File: config.mk
export PLATFORM = sky130hd
export DESIGN_NAME = timer_device
export DESIGN_NICKNAME = d
export VERILOG_FILES = /design/src/rtl/timer_device.sv
export SDC_FILE = /design/constraint.sdc
export NUM_CORES = 1
export LEC_CHECK = 0
export ABC_AREA = 1
export CELL_PAD_IN_SITES_DETAIL_PLACEMENT = 2
export CELL_PAD_IN_SITES_GLOBAL_PLACEMENT = 2
export CORE_MARGIN = 2
export CORE_UTILIZATION = 25
export CTS_CLUSTER_SIZE = 20
export DETAILED_ROUTE_END_ITERATION = 10
export PLACE_DENSITY = 0.75
export SETUP_SLACK_MARGIN = 0.02
export SLEW_MARGIN = 10
export SYNTH_ARGS = -nofsm -noshare
export SYNTH_HDL_FRONTEND = slang
export SYNTH_SLANG_ARGS = --single-unit
export TNS_END_PERCENT = 10
File: constraint.sdc
create_clock -name clk -period 1.55 [get_ports clk]
set_clock_uncertainty 0.05 [all_clocks]
set_input_delay 0.2325 -clock clk [delete_from_list [all_inputs] [get_ports clk]]
set_output_delay 0.2325 -clock clk [all_outputs]
set_load 0.05 [all_outputs]
File: src/rtl/timer_device.sv
// rtl/timer_device.sv - programmable down-counting timer with one-shot/auto-reload modes and interrupt
module timer_device (
    input  logic        clk,
    input  logic        reset,
    input  logic [31:2] Addr,
    input  logic        WE,
    input  logic [31:0] Din,
    output logic [31:0] Dout,
    output logic        IRQ
);

    typedef enum logic [1:0] {
        IDLE = 2'b00,
        LOAD = 2'b01,
        CNT  = 2'b10,
        INT  = 2'b11
    } state_t;

    state_t      state_q, state_d;
    logic        en_q, en_d;
    logic [1:0]  mode_q, mode_d;
    logic        im_q, im_d;
    logic [31:0] preset_q, preset_d;
    logic [31:0] count_q, count_d;
    logic        irq_flag_q, irq_flag_d;

    logic        wr_ctrl;
    logic        wr_preset;
    logic        en_eff;
    logic        auto_reload;

    // The bridge only strobes WE on a device hit, so the upper address bits carry no decode.
    logic unused_addr_bits;
    assign unused_addr_bits = ^Addr[31:4];

    assign wr_ctrl     = WE && (Addr[3:2] == 2'b00);
    assign wr_preset   = WE && (Addr[3:2] == 2'b01);
    // A CTRL write in the same cycle decides whether counting continues past this edge.
    assign en_eff      = wr_ctrl ? Din[0] : en_q;
    // Mode 1x behaves as one-shot.
    assign auto_reload = (mode_q == 2'b01);

    // State and register update, cleared asynchronously by reset.
    always_ff @(posedge clk or negedge reset) begin
        if (!reset) begin
            state_q    <= IDLE;
            en_q       <= 1'b0;
            mode_q     <= 2'b00;
            im_q       <= 1'b0;
            preset_q   <= 32'd0;
            count_q    <= 32'd0;
            irq_flag_q <= 1'b0;
        end else begin
            state_q    <= state_d;
            en_q       <= en_d;
            mode_q     <= mode_d;
            im_q       <= im_d;
            preset_q   <= preset_d;
            count_q    <= count_d;
            irq_flag_q <= irq_flag_d;
        end
    end

    // Next-state logic: FSM actions first, then bus writes, which win over the FSM.
    always_comb begin
        state_d    = state_q;
        en_d       = en_q;
        mode_d     = mode_q;
        im_d       = im_q;
        preset_d   = preset_q;
        count_d    = count_q;
        irq_flag_d = irq_flag_q;

        case (state_q)
            IDLE: begin
                if (en_q) begin
                    state_d = LOAD;
                end
            end
            LOAD: begin
                count_d = preset_q;
                state_d = CNT;
            end
            CNT: begin
                if (!en_eff) begin
                    state_d = IDLE;
                end else if (count_q > 32'd1) begin
                    count_d = count_q - 32'd1;
                end else begin
                    count_d    = 32'd0;
                    irq_flag_d = 1'b1;
                    state_d    = INT;
                end
            end
            INT: begin
                if (auto_reload) begin
                    irq_flag_d = 1'b0;
                end else begin
                    en_d = 1'b0;
                end
                state_d = IDLE;
            end
            default: state_d = IDLE;
        endcase

        if (wr_ctrl) begin
            en_d       = Din[0];
            mode_d     = Din[2:1];
            im_d       = Din[3];
            irq_flag_d = 1'b0;
        end
        if (wr_preset) begin
            preset_d   = Din;
            irq_flag_d = 1'b0;
        end
    end

    // Read mux; COUNT and the unused slot are not writable, slot 11 reads zero.
    always_comb begin
        Dout = 32'd0;
        case (Addr[3:2])
            2'b00:   Dout = {28'd0, im_q, mode_q, en_q};
            2'b01:   Dout = preset_q;
            2'b10:   Dout = count_q;
            default: Dout = 32'd0;
        endcase
    end

    assign IRQ = im_q & irq_flag_q;

endmodule

==> results of run 1 <==
## through the flow
step | TNS, ns | instances | setup slack (ns) | cell area, um2
6_report | -15.02 | 1057 | -0.552 | 8110
4_1_cts | -7.12 | 1044 | -0.267 | 7670
3_3_place_gp | -32.10 | 1019 | -0.515 | 6670
5_1_grt | -16.86 | 1057 | -0.544 | 8110
2_1_floorplan | -3.62 | 637 | -0.193 | 4600
3_5_place_dp | -39.34 | 1019 | -0.601 | 6670
## flip-flops by register name, summed over array words and instances, names as in the netlist
register    flops
en_q            1
mode_q          2
im_q            1
preset_q       32
irq_flag_q      1
state_q         2
count_q        32
## worst reg2reg max path, stage by stage (launching register included)
cell and delay, ns:
dfrtp_1 0.43, nor2_2 0.20, nand2_2 0.14, nor2_4 0.20
nand2_1 0.23, o21ai_0 0.40, nand2_1 0.13, nand2_1 0.11
a21oi_1 0.09
## path summary, 6_finish.rpt
check | from | end | slack, ns | cells after the start
min | Addr[2] | mode_q[1] | 0.35 | 5
min in group asynchronous | reset | mode_q[0] | 0.39 | 3
max | count_q[12] | count_q[20] | -0.55 | 8
max reg2reg | count_q[12] | count_q[20] | -0.55 | 8
max in group asynchronous | reset | count_q[15] | 0.68 | 3
min reg2reg | mode_q[0] | mode_q[0] | 0.50 | 2
## metal layers
layer / up-vias / part of all wire [%] / wire (um)
met5: - / 0 / 0
li1: 2408 / - / -
met1: 2840 / 40 / 11900
met3: 78 / 5.1 / 1490
met2: 224 / 50 / 14700
met4: 0 / 4.9 / 1460
## cells in the final DEF (no fill, tap or decap), types with 23 or more instances in the layout
cell	instances
nor2_1	143
buf_4	87
clkdlybuf4s50_1	33
nand2_1	79
buf_6	32
o22ai_4	27
nor2_2	23
buf_12	42
dfrtp_1	59
a21oi_1	38
inv_1	52
## kinds of logic after synthesis
kind of cell / after synthesis / share of synthesized area, %
flip-flops: 71 / 40.1
adder cells (fa/ha/maj): 2 / 0.565
AND/OR/NAND/NOR: 324 / 31.0
multiplexers: 2 / 0.509
XOR/XNOR: 11 / 2.18
AO/OA/AOI/OAI: 117 / 14.7
buffers and inverters: 110 / 10.9
## area by class of cell
| cell class | instances | area [um2] | area share [%] |
|---|---|---|---|
| well taps | 225 | 282 | 3.47 |
| clock inverters | 7 | 96.3 | 1.19 |
| inverters | 88 | 398 | 4.91 |
| flip-flops and latches | 71 | 1790 | 22.1 |
| clock buffers | 9 | 225 | 2.78 |
| repair buffers | 201 | 2320 | 28.7 |
| multi-input cells | 456 | 2990 | 36.9 |
## what timing repair did
item / CTS / global route
hold buffers: 1 / 0
gates resized for setup: 163 / 102
endpoints found under the hold margin: 71 / 0
cloned: 2 / 1
pin swaps: 38 / 10
setup endpoints to repair: 93 / 66
buffers inserted: 7 / 13
## power by group
group	internal [mW]	leakage, nW	switching (mW)	total, mW
Sequential	2.44	0.773	0.719	3.16
Combinational	3.50	2.61	5.20	8.71
Clock	1.42	0.148	1.01	2.42
Total	7.36	3.53	6.93	14.3
==> results.py, run 1 <==
metrics = {
    "outcome": {
        "outcome": "finished with violations",
        "violations": "negative setup slack",
    },
    "die": {
        "die_h_um": 137,
        "design.core.area_um2": 17300,
        "io_pins": 98,
        "initial_utilization_pct": 25.6,
        "rows": 48,
        "dieWidth_um": 137,
        "dieArea_um2": 18800,
    },
    "worst_setup_path": {
        "cp.buffers_inverters": 0,
        "cpPeakStageDelay_ns": 0.43,
        "critical-path-top-delay-family": "simple AND/OR/NAND/NOR gates",
        "path_class": "reg -> reg",
        "crit_path_start_kind": "flip-flop",
        "crit_chain": "nor2_2, nand2_2, nor2_4, nand2_1, o21ai_0, nand2_1, nand2_1, a21oi_1",
        "crit_slowest_cell": "dfrtp_1",
        "end_kind": "flip-flop",
        "arrival_ns": 2.29,
        "worstPathRequired_ns": 1.74,
        "crit_top_cell": "nand2_1",
        "crit_path_max_fanout": 5,
    },
    "global_routing": {
        "grt_usage_pct": 28.6,
        "grt_pass1_wl_um": 39300,
        "antenna_found_initial": 0,
        "grt_start_max_net_pins": 72,
        "grt_use_met2_pct": 48.3,
        "grtUsageMet1_pct": 34.9,
        "grt_pass1_vias": 6316,
        "grt.busiest_layer": "met2",
        "grt.met3_usage_pct": 5.00,
        "overflow": 0,
    },
    "placement": {
        "gp_congestion": 0.875,
        "numPortBuffers": 69,
        "hpwlAfterDp_um": 15200,
    },
    "worst_hold_path": {
        "hold_path.class": "in -> reg",
    },
    "sta": {
        "setup_viol": 64,
        "hold_viol": 0,
        "period_share_pct": 136,
        "min_period_ns": 2.10,
        "rsz0062_at_grt": "true",
        "max-slew-margin-rel_pct": 70.5,
        "hold_ws_ns": 0.350,
        "worst_pin_slew_ns": 0.443,
        "fmax_mhz": 476,
        "slew_viol_final": 0,
        "setup_slack_ns": -0.552,
    },
    "yosys": {
        "syn_inst": 637,
        "ys_types": 33,
        "yosys.area.top_type": "dfrtp_1",
        "syn-num-nets": 704,
        "synth_area_leaders": "dfrtp_1 (40%), nor2_1 (15%), nand2_1 (8.4%)",
        "synthTopCellsByCount": "nor2_1 (174), nand2_1 (99), inv_1 (85)",
        "ys_async_sr_fraction_pct": 100,
        "synth-edff-count": 0,
        "synth_ff_type": "dfrtp_1",
        "ys_warn_count": 0,
        "syn_area_um2": 4430,
        "synth.avg_cell_area_um2": 6.95,
        "ys_seq_area_share_pct": 40.1,
        "ys_ff_latch": 71,
        "yosysMostFrequentCell": "nor2_1",
        "synth.top_cell.area_share_pct": 40.1,
    },
    "drt": {
        "num_vias": 5550,
        "viasPerCell": 5.25,
        "drt-total-wl_um": 29500,
        "first_iter_violations": 300,
        "drcViolationCount": 0,
        "wl_per_cell_um": 27.9,
        "dr.pass1.iters": 4,
        "ant_nets": 0,
    },
    "finish": {
        "fillers": 1831,
        "final_util_pct": 46.9,
        "final_nets": 894,
        "drive_gt1_share_pct": 44.5,
        "areaGrowthSynthToFinish_pct": 83.1,
        "num_antenna_cells": 0,
    },
    "cts": {
        "cts_sinks": 71,
        "htreeDepth": 3,
        "cts_buffer_depth": 2,
        "clkLatencyLatePin_ns": 0.36,
        "clkSlewWorstSetupHoldPaths_ns": 0.07,
        "cts_buffers": 9,
        "cts_tree": "yes",
        "clock_tree.root_cell": "clkbuf_16",
    },
    "power": {
        "power_density_nw_per_um2": 1760,
        "finalPower_mw": 14.3,
        "peakVddDrop_uv": 855,
        "leakagePower_nw": 3.53,
    },
    "job": {
        "drv_cap": 0,
    },
}
Power figures use the tool's default switching activity.
==> inputs of run 2 (changes only) <==
--- a/constraint.sdc
+++ b/constraint.sdc
@@ -4,2 +4,2 @@
 set_output_delay 0.2325 -clock clk [all_outputs]
-set_load 0.05 [all_outputs]
+set_load 0.005 [all_outputs]
==> run 2 against run 1 <==
Against the previous run:
- combinational power down 25%
- the run still ends with negative setup slack left
- count of clock-buffer cells in the layout rose by 4
- register-to-register slack gained 0.03 ns
- highest routed layer unchanged
- critical path type unchanged
- routed wire length shrank 15%
- total power shrank 19%
- non-clock buffer count up 5
- critical endpoint is now count_q[21]
- largest power group unchanged
- hold slack lost 0.049 ns
- sequential power fell by 4%
==> results.py, run 2 (synthesized netlist as in run 1, its figures left out) <==
metrics = {
    "outcome": {
        "outcome": "finished with violations",
        "violations": "negative setup slack",
    },
    "worst_setup_path": {
        "cp.buffers_inverters": 2,
        "end_kind": "flip-flop",
        "arrival_ns": 2.30,
        "rr_worst_depth": 10,
        "crit_chain": "buf_4, nor2_1, nand2_1, nor2_2, inv_1, o21ai_1, nand2_1, nor2_1, nor2_1, nor2_1",
        "r2r-start": "count_q[13]",
        "cpPeakStageDelay_ns": 0.40,
        "critical-path-top-delay-family": "simple AND/OR/NAND/NOR gates",
        "worstPathRequired_ns": 1.77,
        "crit_path_start_kind": "flip-flop",
        "path_class": "reg -> reg",
        "crit_slowest_cell": "dfrtp_1",
        "crit_top_cell": "nor2_1",
        "crit_path_max_fanout": 4,
        "r2r_setup_slack_ns": -0.53,
        "timing.rr.end": "count_q[21]",
    },
    "drt": {
        "drcViolationCount": 0,
        "num_vias": 5453,
        "drt-total-wl_um": 25100,
        "ant_nets": 0,
        "first_iter_violations": 286,
        "wl_per_cell_um": 23.7,
        "dr.pass1.iters": 5,
        "viasPerCell": 5.14,
    },
    "die": {
        "initial_utilization_pct": 25.6,
        "rows": 48,
        "io_pins": 98,
        "dieArea_um2": 18800,
        "die_h_um": 137,
        "design.core.area_um2": 17300,
        "dieWidth_um": 137,
    },
    "sta": {
        "period_share_pct": 134,
        "hold_viol": 0,
        "slew_viol_final": 0,
        "max-slew-margin-rel_pct": 66.5,
        "setup_slack_ns": -0.527,
        "finalSetupTns_ns": -13.01,
        "setup_viol": 46,
        "rsz0062_at_grt": "true",
        "fmax_mhz": 481,
        "min_period_ns": 2.08,
        "worst_pin_slew_ns": 0.497,
    },
    "cts": {
        "clkLatencyLatePin_ns": 0.35,
        "htreeDepth": 3,
        "cts_tree": "yes",
        "cts_buffers": 9,
        "clock_tree.root_cell": "clkbuf_16",
        "cts_sinks": 71,
        "clkSlewWorstSetupHoldPaths_ns": 0.07,
        "cts_buffer_depth": 2,
    },
    "finish": {
        "final_cell_mix": "nor2_1 (154), buf_4 (101), nand2_1 (82)",
        "final_util_pct": 40.7,
        "areaGrowthSynthToFinish_pct": 58.9,
        "num_antenna_cells": 0,
        "drive_gt1_share_pct": 38.0,
        "final_common_cell": "nor2_1",
        "final_nets": 899,
        "top_regs": "count_q (32), preset_q (32)",
    },
    "global_routing": {
        "grt_pass1_vias": 5864,
        "antenna_found_initial": 0,
        "grt_usage_pct": 24.1,
        "grt_start_max_net_pins": 27,
        "grt_pass1_wl_um": 33700,
        "overflow": 0,
    },
    "worst_hold_path": {
        "hold_path.class": "in -> async",
    },
    "power": {
        "leakagePower_nw": 3.28,
        "combinationalPowerShare_pct": 56.3,
        "cellInternalPower_mw": 6.29,
        "p_sw_mw": 5.31,
        "peakVddDrop_uv": 765,
        "clock_power_share_pct": 17.5,
        "power_density_nw_per_um2": 1650,
        "seq_power_share_pct": 26.2,
        "switching_share_pct": 45.8,
    },
    "job": {
        "drv_cap": 0,
    },
    "placement": {
        "numPortBuffers": 69,
        "gp_congestion": 0.897,
        "hpwlAfterDp_um": 15300,
    },
}
## run 2: changes by cell type in the layout (fill, tap and decap cells not counted), sizes merged
cell	delta
bufbuf	-1
buf	+3
bufinv	-2
clkbuf	+3
inv	-1
clkdlybuf4s15	+1
clkinvlp	-3
dlygate4sd2	+3
## run 2: routing by layer
metal / track usage [%] / wire, um / vias to the layer above / share of wire (%)
met5: 0 / 0 / - / 0
met4: 8.65 / 1030 / 0 / 4.1
met3: 3.19 / 938 / 74 / 3.7
met2: 41.9 / 12600 / 174 / 50
met1: 30.5 / 10500 / 2797 / 42
li1: - / - / 2408 / -
## run 2: cell type report
type / instances / area (um2)
clock buffers: 13 / 260
clock inverters: 1 / 5.00
fillers: 1966 / 10300
inverters: 88 / 348
multi-input cells: 456 / 2570
flip-flops and latches: 71 / 1780
well taps: 225 / 282
repair buffers: 206 / 1790
## run 2: what timing repair did
item | CTS | global route
hold endpoints to repair | 12 | 0
cloned | 1 | 2
hold buffers | 1 | 0
setup endpoints to repair | 71 | 60
buffers inserted | 2 | 7
pin swaps | 15 | 17
gates resized for setup | 210 | 78
## run 2: worst max path at each step
| stage | start | endpoint | slack [ns] | cells after the start |
|---|---|---|---|---|
| after global routing | count_q[15] | count_q[21] | -0.57 | 10 |
| after global placement | Addr[2] | Dout[6] | -0.63 | 7 |
| after floorplan | count_q[10] | count_q[22] | 0.04 | 11 |
| after detailed placement | Addr[2] | Dout[4] | -0.67 | 7 |
| after CTS | count_q[0] | count_q[18] | -0.24 | 10 |
| final | count_q[13] | count_q[21] | -0.53 | 10 |
## run 2: through the flow
| stage | hold slack [ns] | instances | cell area (um2) | power (mW) | setup WS, ns |
|---|---|---|---|---|---|
| after floorplan | -0.113 | 637 | 4440 | 5.37 | 0.0413 |
| after CTS | 0.331 | 1052 | 6670 | 10.4 | -0.241 |
| final | 0.301 | 1060 | 7030 | 11.6 | -0.527 |
| after global placement | 0.141 | 1034 | 6270 | 7.72 | -0.630 |
| after detailed placement | 0.145 | 1034 | 6270 | 8.05 | -0.668 |
| after global routing | 0.356 | 1060 | 7030 | 12.2 | -0.569 |
## run 2: power by group through the flow
stage                     clock, mW  sequential (mW)  combinational, mW
after CTS                      2.00             2.90               5.51
after detailed placement          0             2.86               5.20
final                          2.03             3.03               6.53
after global placement            0             2.81               4.90
after global routing           2.11             3.08               6.98
after floorplan                   0             2.84               2.53
